===== config.mk =====
export PLATFORM = sky130hd
export DESIGN_NAME = wb_arbiter
export DESIGN_NICKNAME = d
export VERILOG_FILES = /design/src/rtl/wb_arbiter_pkg.sv /design/src/rtl/wb_arbiter_rr.sv /design/src/rtl/wb_arbiter.sv
export SDC_FILE = /design/constraint.sdc
export NUM_CORES = 1
export LEC_CHECK = 0
export CORE_AREA = 2 2 74 147
export CTS_CLUSTER_SIZE = 10
export DETAILED_ROUTE_END_ITERATION = 12
export DIE_AREA = 0 0 76 149
export PLACE_DENSITY = 0.82
export SKIP_LAST_GASP = 1
export SLEW_MARGIN = 20
export SYNTH_ARGS = -nofsm -noshare
export SYNTH_HDL_FRONTEND = slang
export SYNTH_SLANG_ARGS = --single-unit

===== constraint.sdc =====
create_clock -name clk -period 10.8 [get_ports clk]
set_input_delay 2.16 -clock clk [delete_from_list [all_inputs] [get_ports clk]]
set_output_delay 2.16 -clock clk [all_outputs]
set_load 0.01 [all_outputs]

===== src/rtl/wb_arbiter_pkg.sv =====
// Shared constants for the write-back arbiter: default widths, requester
// indices and the round-robin pointer width helper.
package wb_arbiter_pkg;

  localparam int NREQ_DEF = 3;
  localparam int AW_DEF   = 5;
  localparam int DW_DEF   = 32;

  localparam int REQ_ALU  = 0;
  localparam int REQ_LSU  = 1;
  localparam int REQ_MDU  = 2;

  // A single requester still needs a one-bit pointer to keep vectors legal.
  function automatic int ptr_width(input int n);
    return (n > 1) ? $clog2(n) : 1;
  endfunction

endpackage


===== src/rtl/wb_arbiter_rr.sv =====
// Combinational round-robin picker: the first valid requester at or after
// ptr_i (wrapping) gets a one-hot grant and its encoded index.
module rr_arbiter
  import wb_arbiter_pkg::*;
#(
  parameter int NREQ = NREQ_DEF,
  parameter int PW   = ptr_width(NREQ)
) (
  input  logic [NREQ-1:0] valid_i,
  input  logic [PW-1:0]   ptr_i,
  output logic [NREQ-1:0] grant_o,
  output logic [PW-1:0]   idx_o,
  output logic            any_o
);

  logic [PW:0] cand_s;
  logic        found_s;

  // Scan requesters in priority order starting from the pointer.
  always_comb begin
    grant_o = '0;
    idx_o   = '0;
    found_s = 1'b0;
    cand_s  = '0;
    for (int k = 0; k < NREQ; k++) begin
      cand_s = {1'b0, ptr_i} + (PW+1)'(k);
      if (cand_s >= (PW+1)'(NREQ)) begin
        cand_s = cand_s - (PW+1)'(NREQ);
      end else begin
        cand_s = cand_s;
      end
      if (!found_s && valid_i[cand_s[PW-1:0]]) begin
        found_s                   = 1'b1;
        grant_o[cand_s[PW-1:0]]   = 1'b1;
        idx_o                     = cand_s[PW-1:0];
      end else begin
        found_s = found_s;
      end
    end
    any_o = found_s;
  end

endmodule


===== src/rtl/wb_arbiter.sv =====
// Write-back arbiter in front of the register file write port, plus a
// pending-write scoreboard that flags read-after-write hazards to issue.
module wb_arbiter
  import wb_arbiter_pkg::*;
#(
  parameter int NREQ = NREQ_DEF,
  parameter int AW   = AW_DEF,
  parameter int DW   = DW_DEF
) (
  input  logic             clk,
  input  logic             rst_n,
  input  logic [NREQ-1:0]  req_valid,
  output logic [NREQ-1:0]  req_ready,
  input  logic [NREQ*AW-1:0] req_wa,
  input  logic [NREQ*DW-1:0] req_wd,
  output logic             reg_w_en,
  output logic [AW-1:0]    reg_wa_c,
  output logic [DW-1:0]    reg_wd_c,
  input  logic             iss_en,
  input  logic [AW-1:0]    iss_rd,
  input  logic [AW-1:0]    hz_ra_a,
  input  logic [AW-1:0]    hz_ra_b,
  output logic             hz_a,
  output logic             hz_b,
  output logic             sb_idle
);

  localparam int PW   = ptr_width(NREQ);
  localparam int NREG = 1 << AW;

  logic [NREQ-1:0] gnt_s;
  logic [PW-1:0]   gnt_idx_s;
  logic            gnt_any_s;
  logic [AW-1:0]   gnt_wa_s;
  logic [DW-1:0]   gnt_wd_s;

  logic [PW-1:0]   rr_ptr_q, rr_ptr_d;
  logic [NREG-1:0] busy_q, busy_d;
  logic            w_en_q, w_en_d;
  logic [AW-1:0]   wa_q, wa_d;
  logic [DW-1:0]   wd_q, wd_d;
  logic            idle_q, idle_d;

  rr_arbiter #(.NREQ(NREQ), .PW(PW)) u_rr (
    .valid_i (req_valid),
    .ptr_i   (rr_ptr_q),
    .grant_o (gnt_s),
    .idx_o   (gnt_idx_s),
    .any_o   (gnt_any_s)
  );

  assign req_ready = gnt_s;

  // Select the granted requester's address and data (grant is one-hot).
  always_comb begin
    gnt_wa_s = '0;
    gnt_wd_s = '0;
    for (int i = 0; i < NREQ; i++) begin
      if (gnt_s[i]) begin
        gnt_wa_s = gnt_wa_s | req_wa[i*AW +: AW];
        gnt_wd_s = gnt_wd_s | req_wd[i*DW +: DW];
      end else begin
        gnt_wa_s = gnt_wa_s;
      end
    end
  end

  // Next-state: pointer, output register and scoreboard (set beats clear).
  always_comb begin
    rr_ptr_d = rr_ptr_q;
    w_en_d   = 1'b0;
    wa_d     = wa_q;
    wd_d     = wd_q;
    busy_d   = busy_q;
    if (gnt_any_s) begin
      rr_ptr_d = (gnt_idx_s == PW'(NREQ-1)) ? '0 : gnt_idx_s + PW'(1);
      w_en_d   = (gnt_wa_s != '0);
      wa_d     = gnt_wa_s;
      wd_d     = gnt_wd_s;
      busy_d[gnt_wa_s] = 1'b0;
    end else begin
      rr_ptr_d = rr_ptr_q;
    end
    if (iss_en && (iss_rd != '0)) begin
      busy_d[iss_rd] = 1'b1;
    end else begin
      busy_d[iss_rd] = busy_d[iss_rd];
    end
    busy_d[0] = 1'b0;
    idle_d    = (busy_d == '0);
  end

  // State registers; reset drops any write in flight.
  always_ff @(posedge clk or negedge rst_n) begin
    if (!rst_n) begin
      rr_ptr_q <= '0;
      w_en_q   <= 1'b0;
      wa_q     <= '0;
      wd_q     <= '0;
      busy_q   <= '0;
      idle_q   <= 1'b1;
    end else begin
      rr_ptr_q <= rr_ptr_d;
      w_en_q   <= w_en_d;
      wa_q     <= wa_d;
      wd_q     <= wd_d;
      busy_q   <= busy_d;
      idle_q   <= idle_d;
    end
  end

  assign reg_w_en = w_en_q;
  assign reg_wa_c = wa_q;
  assign reg_wd_c = wd_q;
  assign sb_idle  = idle_q;
  assign hz_a     = (hz_ra_a != '0) && busy_q[hz_ra_a];
  assign hz_b     = (hz_ra_b != '0) && busy_q[hz_ra_b];

endmodule


==> results of run 1 <==
[cell usage in the layout, fill, tap and decap left out, drive strengths merged, types with 4 or more instances in the layout]
master / netlist / routed
nand2: 44 / 44
a21oi: 48 / 48
nor4: 5 / 5
o31a: 4 / 4
clkbuf: 29 / 11
o21a: 5 / 5
buf: 11 / 9
nor3: 4 / 4
a22oi: 5 / 5
o31ai: 14 / 14
nor2: 62 / 62
nand2b: 5 / 5
nor3b: 4 / 4
nand3: 7 / 7
inv: 12 / 12
mux2: 4 / 4
o211ai: 7 / 7
o21ai: 40 / 40
a221oi: 5 / 5
mux2i: 11 / 11
a222oi: 34 / 34
nor2b: 5 / 5
clkdlybuf4s50: 0 / 174
mux4: 19 / 19
ha: 4 / 4
dfrtp: 71 / 71
[state kept, by name (all words and copies together) (netlist names)]
name and flops:
reg_wd_c 32, busy_q 31, reg_wa_c 5, rr_ptr_q 2, reg_w_en 1, sb_idle 1
[logic make-up (layout without fill, tap and decap cells)]
| group | after synthesis | after routing | share of synthesized area |
|---|---|---|---|
| AO/OA/AOI/OAI | 191 | 191 | 0.297 |
| adder cells (fa/ha/maj) | 4 | 4 | 0.0102 |
| buffers and inverters | 52 | 209 | 0.0461 |
| flip-flops | 72 | 72 | 0.367 |
| multiplexers | 34 | 34 | 0.119 |
| AND/OR/NAND/NOR | 160 | 160 | 0.160 |
[worst paths after layout]
path	depth (start not counted)	end
max in group asynchronous	1	reg_wd_c[29]
worst max-delay path	6	req_ready[0]
min in group asynchronous	1	busy_q[6]
worst max register to register	17	sb_idle
worst min register to register	2	reg_wd_c[10]
worst min-delay path	2	reg_wd_c[10]
[power by group through the flow]
stage | Clock, W | Sequential [W] | Combinational (W)
after global placement | 0 | 0.000510 | 0.00148
final | 0.000302 | 0.000514 | 0.00153
after global routing | 0.000314 | 0.000529 | 0.00166
after CTS | 0.000302 | 0.000512 | 0.00152
after floorplan | 0 | 0.000517 | 0.000983
after detailed placement | 0 | 0.000514 | 0.00151
[worst max-delay path, delay by kind of cell]
kind                   cells  cell delay, ns
AOI/OAI and AO/OA          2            0.90
buffers and inverters      3            1.67
and+or+nand+nor            1            0.29
[cell type report]
cell class | count | area, µm² | area share
inverters | 12 | 45.0 | 0.00642
clock buffers | 11 | 253 | 0.0360
flip-flops and latches | 72 | 1800 | 0.257
multi-input cells | 389 | 2890 | 0.412
clock inverters | 3 | 42.5 | 0.00607
well taps | 137 | 171 | 0.0244
repair buffers | 183 | 1810 | 0.258
[through the flow]
step | std cells | area (µm²) | total power [W] | utilization
final | 807 | 7010 | 0.00235 | 0.682
after global routing | 807 | 7010 | 0.00250 | 0.682
after CTS | 807 | 7010 | 0.00233 | 0.682
after detailed placement | 793 | 6720 | 0.00202 | 0.654
after global placement | 793 | 6720 | 0.00199 | 0.654
after floorplan | 513 | 4910 | 0.00150 | -
[cell usage after synthesis (3+ instances only)]
library cell and count:
a21oi_1 48, a221o_1 3, a221oi_2 3, a222oi_1 34, a22oi_1 5, and2_1 3
buf_1 3, buf_2 4, buf_6 3, clkbuf_1 29, dfrtp_1 71, ha_1 4
inv_1 12, mux2_2 4, mux2i_1 10, mux4_2 19, nand2_1 44, nand2b_1 4
nand3_1 7, nand3b_1 3, nor2_1 61, nor2b_1 4, nor3_1 3, nor3b_1 4
nor4_1 5, o211ai_1 7, o21a_1 5, o21ai_0 34, o21ai_1 5, o31a_1 4
o31ai_1 11
[routing by layer]
layer / wire (µm) / vias to the layer above / share of wire / track usage
met5: 0 / - / 0 / 0
met4: 793 / 0 / 0.047 / 0.151
met3: 1620 / 73 / 0.096 / 0.0726
met2: 8040 / 347 / 0.48 / 0.497
met1: 6380 / 2449 / 0.38 / 0.384
li1: - / 2306 / - / -
==> results.md, run 1 <==
- Nature of the critical path endpoint: output pin
- CTS resizes: 0
- Switching Share: 0.470
- Yosys cell types: 78
- Total wire length: 16,800 µm
- H-tree levels: 3
- Worst setup margin: 3.60 ns
- Hold Path Origin: reg_wd_c[10]
- Type of origin of the critical path: input port
- Worst path arrival time: 5.04 ns
- Setup Skew: 0.00663 ns
- IO Pins: 176
- Post-Syn Area per Cell: 9.57 µm²
- Vias per cell: 6.41
- R2R Path Start: rr_ptr_q[1]
- Starting Density: 0.478
- Worst-path cell chain: clkdlybuf4s50_1 > or2b_1 > o311a_1 > a211oi_4 > buf_4 > clkdlybuf4s50_1
- Place WS: 3.63 ns
- WP data required: 8.64 ns
- Cell area after synthesis: 4910 µm²
- Post-synth EDFFs: 0
- Combinational cell fraction of total power: 0.652
- Biggest area consumer among synthesized cells: dfrtp_1
- Post-DR wirelength/cell: 20.9 µm
- Tmin final: 7.20 ns
- Share of power burned in registers: 0.219
- CP max FO: 26
- Leak pwr: 2.69 nW
- Worst Max-Slew Pin Slew: 1.16 ns
- WS Path Type: in2out
- Top_reg_cell synth: dfrtp_1
- Hold_buf cts: 0
- Filler cell count: 816
- Antenna Cells: 0
- Final setup vio count: 0
- Hold crit path type: reg2reg
- Antenna Nets Post-Route: 0
- Die height: 149 µm
- Final RePlAce weighted congestion: 1.06
- PortBufs: 175
- # Max-Cap Violations: 0
- Layout net count: 803
- Worst hold slack: 0.527 ns
- RSZ-0062 raised after global routing: false
- First-pass GRT wire length: 27,300 µm
- Initial antenna violation count: 0
- P&R area growth vs syn: 42.8%
- Post-CTS Setup Repair Bufs: 0
- Most frequent CP cell: clkdlybuf4s50_1
- Remaining Overflow, GRT: 0
- Clk_lat worst skew: 0.35 ns
- Clk root buf: clkbuf_16
- CTS Buf Count: 9
- Post-synth ARST share: 1.00
- Row count: 53
- Bufs on Longest Clock Path: 2
- Critical Path Max Stage Delay: 0.63 ns
- Number of clock sinks: 72
- R2R Setup Slk: 5.31 ns
- P_sw: 0.00110 W
- Total track usage: 0.306
- Final Hold Vio Count: 0
- Status: complete, no violations
- Via count of the first global-routing pass: 5,081
- Core ar.: 10,300 µm²
- Internal power: 0.00124 W
- DRC viols: 0
- Post-Syn Nets: 649
- Tcrit/Tclk final: 0.667
- YS warnings: 0
- Total negative slack: 0 ns
- Max_slew headroom: 0.217
- Hpwl dp: 12,700 µm
- Count of final max-slew check failures: 0
- Yosys top cell area share: 0.362
- Clock power share: 0.129
- Sequential area share after synthesis: 0.367
- CP startpoint: req_valid[2]
- Share of cells above drive strength 1: 0.103
- PwrDens: 335 nW/µm²
- Fmax: 139 MHz
- DRT iter0 DRCs: 831
- Largest net degree at the start of global routing: 73
- Flops & latches, synth: 72
- Area contributors post-synth: dfrtp_1, mux4_2, a222oi_1
- CP max-delay cell: clkdlybuf4s50_1
- TritonCTS clock tree: yes
- Worst VDD drop: 0.208 mV
- Via count: 5,175
- Cells after Synth: 513
- CTS clk-pin slew, worst paths: 0.06 ns
- Die X: 76 µm
- Die Area: 11,300 µm²
- First-pass DRT Iterations: 9
(Power assumes the default switching activity.)
==> inputs of run 2 (changes only) <==
--- a/config.mk
+++ b/config.mk
@@ -5,11 +5,11 @@
 export SDC_FILE = /design/constraint.sdc
 export NUM_CORES = 1
 export LEC_CHECK = 0
-export CORE_AREA = 2 2 74 147
+export CORE_AREA = 2 2 81 160
 export CTS_CLUSTER_SIZE = 10
 export DETAILED_ROUTE_END_ITERATION = 12
-export DIE_AREA = 0 0 76 149
-export PLACE_DENSITY = 0.82
+export DIE_AREA = 0 0 83 162
+export PLACE_DENSITY = 0.73
 export SKIP_LAST_GASP = 1
 export SLEW_MARGIN = 20
 export SYNTH_ARGS = -nofsm -noshare
==> constraint.sdc (replaced) <==
create_clock -name clk -period 6 [get_ports clk]
set_input_delay 1.2 -clock clk [delete_from_list [all_inputs] [get_ports clk]]
set_output_delay 1.2 -clock clk [all_outputs]
set_load 0.01 [all_outputs]
==> results.md, run 2 (same netlist as run 1, synthesis figures left out) <==
- Post-CTS Setup Repair Bufs: 0 (unchanged)
- Nature of the critical path endpoint: flip-flop (was output pin)
- R2R Path Start: rr_ptr_q[1] (unchanged)
- CTS Buf Count: 9 (unchanged)
- PortBufs: 175 (unchanged)
- Final RePlAce weighted congestion: 1.05 (was 1.06)
- Most frequent cells in the layout: clkdlybuf4s50_1, dfrtp_1, nor2_1 (unchanged)
- Number of clock sinks: 72 (unchanged)
- Via count of the first global-routing pass: 5,723 (was 5,081)
- Multi-input gate area: 2890 µm² (unchanged)
- First-pass DRT Iterations: 8 (was 9)
- Final setup vio count: 0 (unchanged)
- First-pass GRT wire length: 31,500 µm (was 27,300 µm)
- Post-DR wirelength/cell: 24.5 µm (was 20.9 µm)
- Hpwl dp: 16,400 µm (was 12,700 µm)
- Vias per cell: 6.35 (was 6.41)
- # Max-Cap Violations: 0 (unchanged)
- Clk root buf: clkbuf_16 (unchanged)
- CTS clk-pin slew, worst paths: 0.06 ns (about the same)
- Row count: 57 (was 53)
- Max reg flops: 32 (unchanged)
- Tcrit/Tclk final: 0.921
- WP data required: 6.28 ns (was 8.64 ns)
- Initial antenna violation count: 0 (unchanged)
- Worst Max-Slew Pin Slew: 0.956 ns (was 1.16 ns)
- Storage element area: 1800 µm² (unchanged)
- Max_slew headroom: 0.363 (was 0.217)
- Die X: 83 µm (was 76 µm)
- Leak pwr: 2.81 nW (was 2.69 nW)
- Via count: 5,335 (was 5,175)
- CTS resizes: 0 (unchanged)
- Starting Density: 0.403 (was 0.478)
- IO Pins: 176 (unchanged)
- Worst path arrival time: 5.81 ns (was 5.04 ns)
- Share of cells above drive strength 1: 0.133 (was 0.103)
- Antenna Nets Post-Route: 0 (unchanged)
- CP startpoint: req_valid[2] (unchanged)
- Filler cell count: 1,050 (was 816)
- Hold_buf cts: 0 (unchanged)
- H-tree levels: 3 (unchanged)
- Total wire length: 20,500 µm (was 16,800 µm)
- Die height: 162 µm (was 149 µm)
- Fmax: 181 MHz
- DRC viols: 0 (unchanged)
- Die Area: 13,400 µm² (was 11,300 µm²)
- WS Path Type: in2reg (was in2out)
- Worst VDD drop: 0.362 mV (was 0.208 mV)
- Status: complete, no violations (unchanged)
- Final Hold Vio Count: 0 (unchanged)
- P&R area growth vs syn: 47.4% (was 42.8%)
- Type of origin of the critical path: input port (unchanged)
- CP max FO: 9 (was 26)
- Reg2Reg Depth: 16 (was 17)
- TritonCTS clock tree: yes (unchanged)
- Critical Path End: sb_idle (was req_ready[0])
- RSZ-0062 raised after global routing: false (unchanged)
- Antenna Cells: 0 (unchanged)
- Count of final max-slew check failures: 0 (unchanged)
- Total negative slack: 0 ns (unchanged)
- Tmin final: 5.53 ns
- Core ar.: 12,200 µm² (was 10,300 µm²)
- Layout net count: 824 (was 803)
- Clk_lat worst skew: 0.35 ns (about the same)
- R2R Setup Slk: 0.93 ns (was 5.31 ns)
- Cell area after layout: 7240 µm² (was 7010 µm²)
- Area after DPL: 6890 µm² (was 6720 µm²)
- Setup Skew: 0.00814 ns (was 0.00663 ns)
- Bufs on Longest Clock Path: 2 (unchanged)
- Remaining Overflow, GRT: 0 (unchanged)
- PwrDens: 619 nW/µm² (was 335 nW/µm²)
- Hold crit path type: reg2reg (unchanged)
- Commonest non-fill, non-tap cell in the layout: clkdlybuf4s50_1 (unchanged)
- Largest net degree at the start of global routing: 73 (unchanged)
- FF-to-FF End: sb_idle (unchanged)
- DRT iter0 DRCs: 535 (was 831)
- Total track usage: 0.310 (was 0.306)
==> run 2: worst min path at each step <==
stage                       from            to  slack, ns  depth (start not counted)
finish              reg_wd_c[29]  reg_wd_c[29]       0.53                          2
global route        reg_wd_c[31]  reg_wd_c[31]       0.57                          2
CTS                  reg_wd_c[1]   reg_wd_c[1]       0.53                          2
detailed placement  reg_wd_c[25]  reg_wd_c[25]       0.52                          2
global placement     reg_wd_c[4]   reg_wd_c[4]       0.51                          2
floorplan             busy_q[31]    busy_q[31]       0.48                          2
==> run 2: cell type report <==
class                           count  share of cell area
Multi-Input combinational cell    389               0.399
Sequential cell                    72               0.249
Clock inverter                      7              0.0175
Tap cell                          147              0.0254
Clock buffer                        9              0.0311
Timing Repair Buffer              204               0.271
Inverter                           12             0.00622
==> run 2: layer usage <==
| layer | global-route usage | up-vias | wire [µm] |
|---|---|---|---|
| met1 | 0.277 | 2549 | 6130 |
| met5 | 0 | - | 0 |
| met3 | 0.0671 | 90 | 1370 |
| met2 | 0.574 | 340 | 11100 |
| met4 | 0.263 | 0 | 1920 |
| li1 | - | 2356 | - |
==> run 2: worst max-delay path: stages <==
cell             delay, ns
clkdlybuf4s50_1       0.61
and4bb_1              0.27
a31o_1                0.21
a221oi_2              0.33
a211oi_4              0.14
a221oi_2              0.61
nand3_1               0.27
o21ai_1               0.27
nand2b_1              0.22
or4b_2                0.62
nor4_1                0.31
buf_4                 0.17
o2111ai_1             0.11
nor4_1                0.26
and3_1                0.20
==> run 2: through the flow <==
step	utilization	hold slack [ns]	std cells	total power [W]	setup WS [ns]
floorplan	-	0.482	513	0.00270	1.44
global placement	0.565	0.510	824	0.00374	0.251
detailed placement	0.565	0.524	824	0.00380	0.164
CTS	0.593	0.533	840	0.00445	0.539
global route	0.593	0.566	840	0.00477	0.291
finish	0.593	0.530	840	0.00448	0.473
==> run 2: where the power goes <==
| part | internal (W) | leakage (nW) | switching (W) |
|---|---|---|---|
| logic | 0.00124 | 1.78 | 0.00164 |
| clock network | 0.000412 | 0.169 | 0.000231 |
| registers | 0.000743 | 0.868 | 0.000208 |
| total | 0.00239 | 2.81 | 0.00208 |
==> inputs of run 3 (changes only) <==
--- a/config.mk
+++ b/config.mk
@@ -5,11 +5,13 @@
 export SDC_FILE = /design/constraint.sdc
 export NUM_CORES = 1
 export LEC_CHECK = 0
-export CORE_AREA = 2 2 81 160
+export ABC_AREA = 1
+export CORE_AREA = 2 2 65 129
 export CTS_CLUSTER_SIZE = 10
 export DETAILED_ROUTE_END_ITERATION = 12
-export DIE_AREA = 0 0 83 162
-export PLACE_DENSITY = 0.73
+export DIE_AREA = 0 0 67 131
+export DONT_BUFFER_PORTS = 1
+export PLACE_DENSITY = 0.72
 export SKIP_LAST_GASP = 1
 export SLEW_MARGIN = 20
 export SYNTH_ARGS = -nofsm -noshare
==> results.md, run 3 <==
- Cell area after synthesis: 4460 µm² (was 4910 µm²)
- Top_reg_cell synth: dfrtp_1 (unchanged)
- RSZ-0062 raised after global routing: false (unchanged)
- Most frequent cells in the layout: nand2_1, dfrtp_1, nor2_1, o21ai_1, nand4_1 (was clkdlybuf4s50_1, dfrtp_1, nor2_1)
- First-pass GRT wire length: 20,900 µm (was 31,500 µm)
- Final cell count without fillers: 721 (was 840)
- CP max FO: 22 (was 9)
- Total negative slack: 0 ns (unchanged)
- Post-Syn Nets: 764 (was 649)
- Largest family of logic cells by synthesized area: simple AND/OR/NAND/NOR gates (was compound AO/OA/AOI/OAI gates)
- First-pass DRT Iterations: 6 (was 8)
- Post-layout util: 0.613 (was 0.593)
- Starting Density: 0.569 (was 0.403)
- Post-synth top cells: nand2_1, dfrtp_1, nor2_1, o21ai_1, nand4_1 (was dfrtp_1, nor2_1, a21oi_1)
- IO Pins: 176 (unchanged)
- CTS resizes: 0 (unchanged)
- Worst VDD drop: 0.656 mV (was 0.362 mV)
- Nature of the critical path endpoint: output pin (was flip-flop)
- Global route hottest layer: met2 (unchanged)
- Layout net count: 757 (was 824)
- Via count: 4,364 (was 5,335)
- Clk_lat worst skew: 0.33 ns (was 0.35 ns)
- Remaining Overflow, GRT: 0 (unchanged)
- Hpwl dp: 10,100 µm (was 16,400 µm)
- Count of final max-slew check failures: 0 (unchanged)
- CTS clk-pin slew, worst paths: 0.06 ns (about the same)
- Post-synth EDFFs: 0 (unchanged)
- Max_slew headroom: 0.326 (was 0.363)
- Hold_buf cts: 0 (unchanged)
- Filler cell count: 738 (was 1,050)
- Share of cells above drive strength 1: 0.101 (was 0.133)
- Initial antenna violation count: 0 (unchanged)
- Clk root buf: clkbuf_16 (unchanged)
- Setup Skew: 0.00543 ns (was 0.00814 ns)
- Post-synthesis mux area share: 0 (was 0.119)
- Area contributors post-synth: dfrtp_1, nand2_1, nand4_1 (was dfrtp_1, mux4_2, a222oi_1)
- Yosys cell types: 33 (was 78)
- Most frequent CP cell: nand2_1
- Sequential area share after synthesis: 0.405 (was 0.367)
- Post-CTS Setup Repair Bufs: 0 (unchanged)
- # Max-Cap Violations: 0 (unchanged)
- PwrDens: 703 nW/µm² (was 619 nW/µm²)
- H-tree levels: 3 (unchanged)
- WP data required: 4.80 ns (was 6.28 ns)
- Via count of the first global-routing pass: 4,191 (was 5,723)
- Total track usage: 0.316 (was 0.310)
- Critical Path Max Stage Delay: 0.57 ns (was 0.62 ns)
- Type of origin of the critical path: input port (unchanged)
- Tcrit/Tclk final: 0.653 (was 0.921)
- Status: complete, no violations (unchanged)
- Biggest area consumer among synthesized cells: dfrtp_1 (unchanged)
- Worst path arrival time: 2.72 ns (was 5.81 ns)
- Post-synthesis adder-cell area fraction: 0.0112 (was 0.0102)
- DRT iter0 DRCs: 445 (was 535)
- Bufs on Longest Clock Path: 2 (unchanged)
- R2R Path Start: rr_ptr_q[0] (was rr_ptr_q[1])
- WS Path Type: in2out (was in2reg)
- Commonest non-fill, non-tap cell in the layout: nand2_1 (was clkdlybuf4s50_1)
- Die X: 67 µm (was 83 µm)
- Fmax: 255 MHz (was 181 MHz)
- Worst-path cell chain: inv_1 > o21ai_2 > nand2_4 > inv_2 > nand2_1 > nand2_1 > inv_1 > nand2_1 > buf_4 (was clkdlybuf4s50_1 > and4bb_1 > a31o_1 > a221oi_2 > a211oi_4 > a221oi_2 > nand3_1 > o21ai_1 > nand2b_1 > or4b_2 > nor4_1 > buf_4 > o2111ai_1 > nor4_1 > and3_1)
- Most numerous cell in the Yosys netlist: nand2_1 (was dfrtp_1)
- DRC viols: 0 (unchanged)
- Cells after Synth: 628 (was 513)
- Hold crit path type: in2async (was reg2reg)
- Post-DR wirelength/cell: 18.5 µm (was 24.5 µm)
- PortBufs: 0 (was 175)
- Met1 Usage GRT: 0.401 (was 0.277)
- Post-synth ARST share: 1.00 (unchanged)
- Antenna Cells: 0 (unchanged)
- M2 GR Usage: 0.511 (was 0.574)
- Final setup vio count: 0 (unchanged)
- Yosys top cell area share: 0.399 (was 0.362)
- Vias per cell: 6.05 (was 6.35)
- Core ar.: 7830 µm² (was 12,200 µm²)
- Die Area: 8780 µm² (was 13,400 µm²)
- Final RePlAce weighted congestion: 0.917 (was 1.05)
- Leak pwr: 2.11 nW (was 2.81 nW)
- Simple-Gate Fraction of Synth Area: 0.396 (was 0.160)
- Post-Synth XOR/XNOR Area: 0 (unchanged)
- Number of clock sinks: 72 (unchanged)
- Max reg flops: 32 (unchanged)
- Met3 global-route usage: 0.0830 (was 0.0671)
- Final Hold Vio Count: 0 (unchanged)
- Antenna Nets Post-Route: 0 (unchanged)
- Flops & latches, synth: 72 (unchanged)
- Worst Max-Slew Pin Slew: 1.01 ns (was 0.956 ns)
- CTS Buf Count: 9 (unchanged)
- Placed insts: 706 (was 824)
- P&R area growth vs syn: 7.69% (was 47.4%)
- Largest net degree at the start of global routing: 73 (unchanged)
- Post-Syn Area per Cell: 7.10 µm² (was 9.57 µm²)
- Row count: 46 (was 57)
- Synth Area in Compound Gates: 0.132 (was 0.297)
- Die height: 131 µm (was 162 µm)
- CP startpoint: req_valid[2] (unchanged)
- YS warnings: 0 (unchanged)
- TritonCTS clock tree: yes (unchanged)
- CP max-delay cell: nand2_1 (was or4b_2)
- Overall Power: 0.00337 W (was 0.00448 W)
- Total wire length: 13,300 µm (was 20,500 µm)
- Tmin final: 3.92 ns (was 5.53 ns)
==> run 3: cell types whose count changed after synthesis, sizes merged, moves of 8 or more <==
cell | previous run | this run
inv | 12 | 40
clkbuf | 29 | 18
buf | 11 | 3
a222oi | 34 | 0
nor2 | 62 | 50
nand3 | 7 | 26
a21oi | 48 | 13
mux2i | 11 | 0
o31ai | 14 | 0
mux4 | 19 | 0
nand2 | 44 | 267
nand4 | 2 | 36
o21ai | 40 | 66
==> run 3: report_power, final <==
part           switching (W)  total [W]  internal [W]
combinational        0.00127    0.00183      0.000560
sequential          0.000268    0.00101      0.000738
clock               0.000206   0.000536      0.000330
==> run 3: per-layer routing <==
metal / part of all wire / vias to the layer above
li1: - / 2079
met1: 0.39 / 2019
met2: 0.49 / 246
met3: 0.10 / 20
met4: 0.023 / 0
met5: 0 / -
==> run 3: per-stage QoR <==
step | area (µm²) | hold WS [ns] | setup slack [ns]
after floorplan | 4460 | 0.488 | 2.30
after global placement | 4500 | 0.530 | 2.05
after detailed placement | 4500 | 0.548 | 1.99
after CTS | 4800 | 0.550 | 2.07
after global routing | 4800 | 0.545 | 1.87
final | 4800 | 0.558 | 2.08
==> run 3: final timing paths <==
check	endpoint	slack (ns)	depth (start not counted)
max	req_ready[0]	2.08	9
max in group asynchronous	sb_idle	5.22	0
min reg2reg	reg_wa_c[0]	0.57	2
min in group clk	reg_wa_c[0]	0.57	2
max reg2reg	sb_idle	2.33	23
min	reg_wd_c[7]	0.56	0
==> run 3: logic make-up after synthesis <==
| logic type | after synthesis |
|---|---|
| adders and majority gates | 4 |
| AOI/OAI and AO/OA | 102 |
| buffers and inverters | 61 |
| DFF | 72 |
| and+or+nand+nor | 389 |
==> run 3: area by class of cell <==
class,count,area (µm²),share of cell area
clock buffers,10,239,0.0498
clock inverters,5,57.6,0.0120
inverters,40,150,0.0313
multi-input cells,495,2410,0.502
flip-flops and latches,72,1800,0.376
well taps,96,120,0.0250
repair buffers,3,22.5,0.00469
==> run 3: critical path, delay by kind of cell <==
| family | cells | cell delay, ns |
|---|---|---|
| buf+inv | 4 | 0.54 |
| compound gates | 1 | 0.17 |
| simple gates | 4 | 0.81 |
